`src/rtl/dt_thresh.sv`:
```
// dt_thresh
// Scans a distance map (IMG_PIX pixels, 8 bits each, row-major) once per start
// request. Every pixel is compared with a threshold latched at start, and the
// resulting mask bits are packed WORD_PIX per word, leftmost pixel in the MSB.
// Along the way the block tracks the largest distance, the lowest address that
// holds it, and the count of nonzero pixels.
//
// Ports
//   clk       system clock, rising edge
//   reset     asynchronous active-high reset
//   start     single-cycle scan request (ignored while busy)
//   thr       threshold, latched when start is accepted
//   res_rd    distance-map read strobe
//   res_addr  distance-map pixel address
//   res_di    distance-map read data, valid one cycle after its address
//   out_wr    packed-mask write strobe
//   out_addr  packed-mask word address
//   out_do    packed-mask write data
//   busy      scan in progress
//   done      results valid (level, held until the next accepted start)
//   max_val   largest distance seen
//   max_addr  lowest address holding max_val
//   fg_cnt    number of nonzero pixels
module dt_thresh #(
    parameter int IMG_PIX  = 16384,
    parameter int WORD_PIX = 16
) (
    input  logic        clk,
    input  logic        reset,
    input  logic        start,
    input  logic [7:0]  thr,
    output logic        res_rd,
    output logic [13:0] res_addr,
    input  logic [7:0]  res_di,
    output logic        out_wr,
    output logic [9:0]  out_addr,
    output logic [15:0] out_do,
    output logic        busy,
    output logic        done,
    output logic [7:0]  max_val,
    output logic [13:0] max_addr,
    output logic [14:0] fg_cnt
);

    localparam logic [13:0] LAST_PIX  = 14'(IMG_PIX - 1);
    localparam logic [9:0]  LAST_WORD = 10'(IMG_PIX / WORD_PIX - 1);
    localparam logic [3:0]  LAST_BIT  = 4'(WORD_PIX - 1);

    typedef enum logic [1:0] {
        IDLE  = 2'd0,
        READ  = 2'd1,
        DRAIN = 2'd2,
        DONE  = 2'd3
    } state_t;

    state_t      state_q,    state_d;
    logic        rdEn_q,     rdEn_d;
    logic [13:0] rdAddr_q,   rdAddr_d;
    logic        capValid_q, capValid_d;
    logic [13:0] capAddr_q,  capAddr_d;
    logic [7:0]  thr_q,      thr_d;
    logic [15:0] pack_q,     pack_d;
    logic        outWr_q,    outWr_d;
    logic [9:0]  outAddr_q,  outAddr_d;
    logic [15:0] outData_q,  outData_d;
    logic [7:0]  maxVal_q,   maxVal_d;
    logic [13:0] maxAddr_q,  maxAddr_d;
    logic [14:0] fgCnt_q,    fgCnt_d;

    logic        maskBit;
    logic [15:0] packNext;

    // Mask bit of the pixel arriving this cycle, shifted in at the LSB so the
    // first pixel of a word ends up in the MSB after a full word of shifts.
    assign maskBit  = (res_di >= thr_q);
    assign packNext = {pack_q[14:0], maskBit};

    // Next-state and datapath logic. The capture stage runs one cycle behind
    // the address stage (capValid_q/capAddr_q), matching the read latency.
    // A write is issued the cycle after the last pixel of a word is captured,
    // and the scan finishes once the final word has gone out.
    always_comb begin
        state_d    = state_q;
        rdEn_d     = rdEn_q;
        rdAddr_d   = rdAddr_q;
        capValid_d = rdEn_q;
        capAddr_d  = rdAddr_q;
        thr_d      = thr_q;
        pack_d     = pack_q;
        outWr_d    = 1'b0;
        outAddr_d  = outAddr_q;
        outData_d  = outData_q;
        maxVal_d   = maxVal_q;
        maxAddr_d  = maxAddr_q;
        fgCnt_d    = fgCnt_q;

        if (capValid_q) begin
            pack_d = packNext;
            // Strictly greater keeps the lowest address on ties.
            if (res_di > maxVal_q) begin
                maxVal_d  = res_di;
                maxAddr_d = capAddr_q;
            end
            if (res_di != 8'd0) begin
                fgCnt_d = fgCnt_q + 15'd1;
            end
            if (capAddr_q[3:0] == LAST_BIT) begin
                outWr_d   = 1'b1;
                outAddr_d = capAddr_q[13:4];
                outData_d = packNext;
            end
        end

        unique case (state_q)
            IDLE, DONE: begin
                if (start) begin
                    state_d   = READ;
                    rdEn_d    = 1'b1;
                    rdAddr_d  = 14'd0;
                    thr_d     = thr;
                    pack_d    = 16'd0;
                    maxVal_d  = 8'd0;
                    maxAddr_d = 14'd0;
                    fgCnt_d   = 15'd0;
                end
            end
            READ: begin
                if (rdAddr_q == LAST_PIX) begin
                    rdEn_d  = 1'b0;
                    state_d = DRAIN;
                end else begin
                    rdAddr_d = rdAddr_q + 14'd1;
                end
            end
            DRAIN: begin
                if (outWr_q && (outAddr_q == LAST_WORD)) begin
                    state_d = DONE;
                end
            end
            default: begin
                state_d = IDLE;
            end
        endcase
    end

    // State and datapath registers; reset clears everything so every output
    // reads zero while reset is held.
    always_ff @(posedge clk or posedge reset) begin
        if (reset) begin
            state_q    <= IDLE;
            rdEn_q     <= 1'b0;
            rdAddr_q   <= 14'd0;
            capValid_q <= 1'b0;
            capAddr_q  <= 14'd0;
            thr_q      <= 8'd0;
            pack_q     <= 16'd0;
            outWr_q    <= 1'b0;
            outAddr_q  <= 10'd0;
            outData_q  <= 16'd0;
            maxVal_q   <= 8'd0;
            maxAddr_q  <= 14'd0;
            fgCnt_q    <= 15'd0;
        end else begin
            state_q    <= state_d;
            rdEn_q     <= rdEn_d;
            rdAddr_q   <= rdAddr_d;
            capValid_q <= capValid_d;
            capAddr_q  <= capAddr_d;
            thr_q      <= thr_d;
            pack_q     <= pack_d;
            outWr_q    <= outWr_d;
            outAddr_q  <= outAddr_d;
            outData_q  <= outData_d;
            maxVal_q   <= maxVal_d;
            maxAddr_q  <= maxAddr_d;
            fgCnt_q    <= fgCnt_d;
        end
    end

    assign res_rd   = rdEn_q;
    assign res_addr = rdAddr_q;
    assign out_wr   = outWr_q;
    assign out_addr = outAddr_q;
    assign out_do   = outData_q;
    assign busy     = (state_q == READ) || (state_q == DRAIN);
    assign done     = (state_q == DONE);
    assign max_val  = maxVal_q;
    assign max_addr = maxAddr_q;
    assign fg_cnt   = fgCnt_q;

endmodule

```
`config.mk`:
```
export PLATFORM = sky130hd
export DESIGN_NAME = dt_thresh
export DESIGN_NICKNAME = d
export VERILOG_FILES = /design/src/rtl/dt_thresh.sv
export SDC_FILE = /design/constraint.sdc
export NUM_CORES = 1
export LEC_CHECK = 0
export CAP_MARGIN = 20
export CORE_ASPECT_RATIO = 1.4
export CORE_MARGIN = 4
export CORE_UTILIZATION = 52
export DETAILED_ROUTE_END_ITERATION = 10
export PLACE_DENSITY = 0.91
export SLEW_MARGIN = 20
export SYNTH_ARGS = -nofsm -noshare
export SYNTH_HDL_FRONTEND = slang
export SYNTH_SLANG_ARGS = --single-unit
```
`constraint.sdc`:
```
create_clock -name clk -period 5.65 [get_ports clk]
set_input_delay 1.13 -clock clk [delete_from_list [all_inputs] [get_ports clk]]
set_output_delay 1.13 -clock clk [all_outputs]
set_load 0.05 [all_outputs]
```
==> results.cfg <==
[pwr]
power_density_nw_per_um2 = 459
peakVddDrop_v = 0.000404
p_switching_mw = 1.18
power.leakage_nw = 3.33
power_frac_clock_pct = 34.8
pwr-share-seq_pct = 33.7
switching_share_pct = 36.3
comb_power_share_pct = 31.5
p_int_mw = 2.07

[sta]
fin_worst_skew_ps = 5.21
setup_viol = 0
hold_viol = 0
setup_tns_ps = 0
min_period_ps = 3410
rsz0062_at_grt = no
whs_ps = 458
tightest_slew_ps = 1010
slew_violations = 0
period_share_pct = 60.4
timing.fmax_mhz = 293
max_slew_margin_pct = 33.0

[critical_path]
path_cells = inv_1 > ha_1 > inv_1 > clkdlybuf4s50_1
required_ps = 4520
crit_path_end_kind = output pin
crit_type = flop to output pin
cpMostUsedCell = inv_1
critical_path_peak_fanout = 5
start_kind = flop
cp.arrival_ps = 2280
crit_path_max_incr_delay_ps = 830
critPathSlowestCell = clkdlybuf4s50_1

[synth]
yosys.cell_types.count = 52
ys_ff_latch = 119
synth_area_um2 = 5380
async_flop_share_pct = 100
synth_top_area_share_pct = 55.4
synth_largest_area_cell = dfrtp_1
seq_area_frac_synth_pct = 55.4
syn_nets = 585
synth_cells = 544
ys.flop_type = dfrtp_1
syn_avg_cell_area_um2 = 9.88
ys_top_cells_by_area = dfrtp_1 55%, nand2_1 6.9%, ha_1 5.1%
yosysWarnings = 0
synth_edf_count = 0

[run_status]
status = finished clean

[finish]
final_core_util_pct = 70.7
finalNetCount = 680
finalNonFillerCells = 786
syn_to_final_growth_pct = 31.6
postLayoutCellArea_um2 = 7070
final_layout_size_suffix_gt1_share_pct = 6.45
diodes = 0

[route]
ant_nets = 0
drc = 0
drt-total-wl_mm = 13.7
wl_per_cell_um = 17.4
drt_iter0_markers = 358
drt-vias-per-instance = 5.66
vias = 4449
dr.pass1.iters = 5

[die]
die_y_um = 128
die_w_um = 93.9
initial_core_util_pct = 53.7
fp.coreArea_um2 = 10000
fp.dieArea_um2 = 12100
io_pins = 100
rows = 43

[global_route]
grt_max_degree = 86
grt_pass1_vias = 4649
grt_use_met3_pct = 6.17
globalRouteMet1Util_pct = 29.0
grt_overflow = 0
grt_busiest_layer = met2
antenna_found_initial = 0
grtUsageMet2_pct = 41.4
grt_pass1_wl_mm = 22.8
grt_use_total_pct = 24.4

[cts]
clock_sinks = 119
cts.path.max_buffers = 2
post_cts_buffers = 0
ctsHoldBuffers = 0
root_buffer = clkbuf_16
htree_levels = 4
cts_buffers = 17
clk_pin_slew_worst_paths_ps = 50
tritoncts = yes
clkLatencyLatePin_ps = 410
ctsResizeCount = 0

[place]
dpl.hpwl_mm = 9.23
gp_congestion = 0.892
dpl-instance-area_um2 = 6450
portBuffers = 99
place_inst = 755

[run]
max-cap-violations = 0

[worst_hold_path]
hold_path.class = flop to flop
stage by stage:
| stage | power, mW | worst slack [ps] |
|---|---|---|
| final | 3.25 | 2240 |
| after global routing | 3.40 | 2100 |
| after CTS | 3.26 | 2250 |
| after detailed placement | 2.10 | 1900 |
| after global placement | 2.05 | 2030 |
| after floorplan | 1.80 | 1360 |
power groups by stage:
stage / sequential [mW] / clock (mW) / combinational [mW]
detailed placement: 1.10 / 0 / 0.997
global placement: 1.10 / 0 / 0.956
finish: 1.09 / 1.13 / 1.02
CTS: 1.09 / 1.14 / 1.02
global route: 1.11 / 1.19 / 1.10
floorplan: 1.26 / 0 / 0.535
path summary, 6_finish.rpt:
kind	end	slack, ps	startpoint	cells after the start
max reg2reg	max_addr[2]	3100	max_val[5]	7
max in group asynchronous	pack_q[7]	3490	reset	3
max	busy	2240	state_q[0]	4
min	capAddr_q[12]	460	res_addr[12]	0
min reg2reg	capAddr_q[12]	460	res_addr[12]	0
min in group asynchronous	out_do[4]	1230	reset	2
sequential cells by signal, indices dropped and copies added (netlist names):
| register | flops |
|---|---|
| res_rd | 1 |
| state_q | 2 |
| fg_cnt | 15 |
| capAddr_q | 14 |
| pack_q | 15 |
| max_addr | 14 |
| thr_q | 8 |
| out_do | 16 |
| max_val | 8 |
| capValid_q | 1 |
| out_addr | 10 |
| out_wr | 1 |
| res_addr | 14 |
logic make-up (layout without fill, tap and decap cells):
group,Yosys count,in the layout,share of synthesized area [%]
buffers and inverters,50,157,3.79
flip-flops,119,119,55.4
multiplexers,17,17,3.19
adder cells (fa/ha/maj),22,22,5.12
AO/OA/AOI/OAI,93,93,10.3
AND/OR/NAND/NOR,220,220,18.4
XOR/XNOR,23,23,3.75
cell usage in the layout (no fill, tap or decap), types with 14 or more instances in the layout:
cell             synthesis  layout
a21oi_1                 34      34
clkbuf_16                0      17
clkdlybuf4s50_1          0      99
dfrtp_1                119     119
ha_1                    22      22
inv_1                   23      22
mux2i_1                 16      16
nand2_1                 99      99
nand3_1                 37      37
nand4_1                 14      14
nor2_1                  47      47
o21ai_0                 36      36
Yosys cell counts (2+ instances only):
library cell / number
dfrtp_1: 119
nand2_1: 99
nor2_1: 47
nand3_1: 37
o21ai_0: 36
a21oi_1: 34
inv_1: 23
ha_1: 22
clkbuf_1: 18
mux2i_1: 16
nand4_1: 14
xnor2_1: 12
xor2_1: 11
a211oi_1: 4
and3_1: 4
nor3_1: 4
and4_1: 3
a31oi_1: 2
buf_1: 2
buf_2: 2
clkbuf_2: 2
nor4_1: 2
o21a_1: 2
final cells by class:
type	count	area [um^2]
Clock buffer	23	478
Clock inverter	8	145
Fill cell	764	2930
Inverter	24	95.1
Multi-Input combinational cell	375	2200
Sequential cell	119	2980
Tap cell	135	169
Timing Repair Buffer	102	1010
worst max-delay path: cells and delay by family (launching register included):
kind	cells	cell delay, ps
fa+ha+maj	1	360
buf+inv	3	1070
flops	1	440
layer usage:
| metal | routed length [um] | share of wire, % |
|---|---|---|
| met4 | 380 | 2.8 |
| met1 | 5220 | 38 |
| met3 | 845 | 6.2 |
| met2 | 7270 | 53 |
| met5 | 0 | 0 |
No activity file was read; power rests on OpenSTA's default activity.
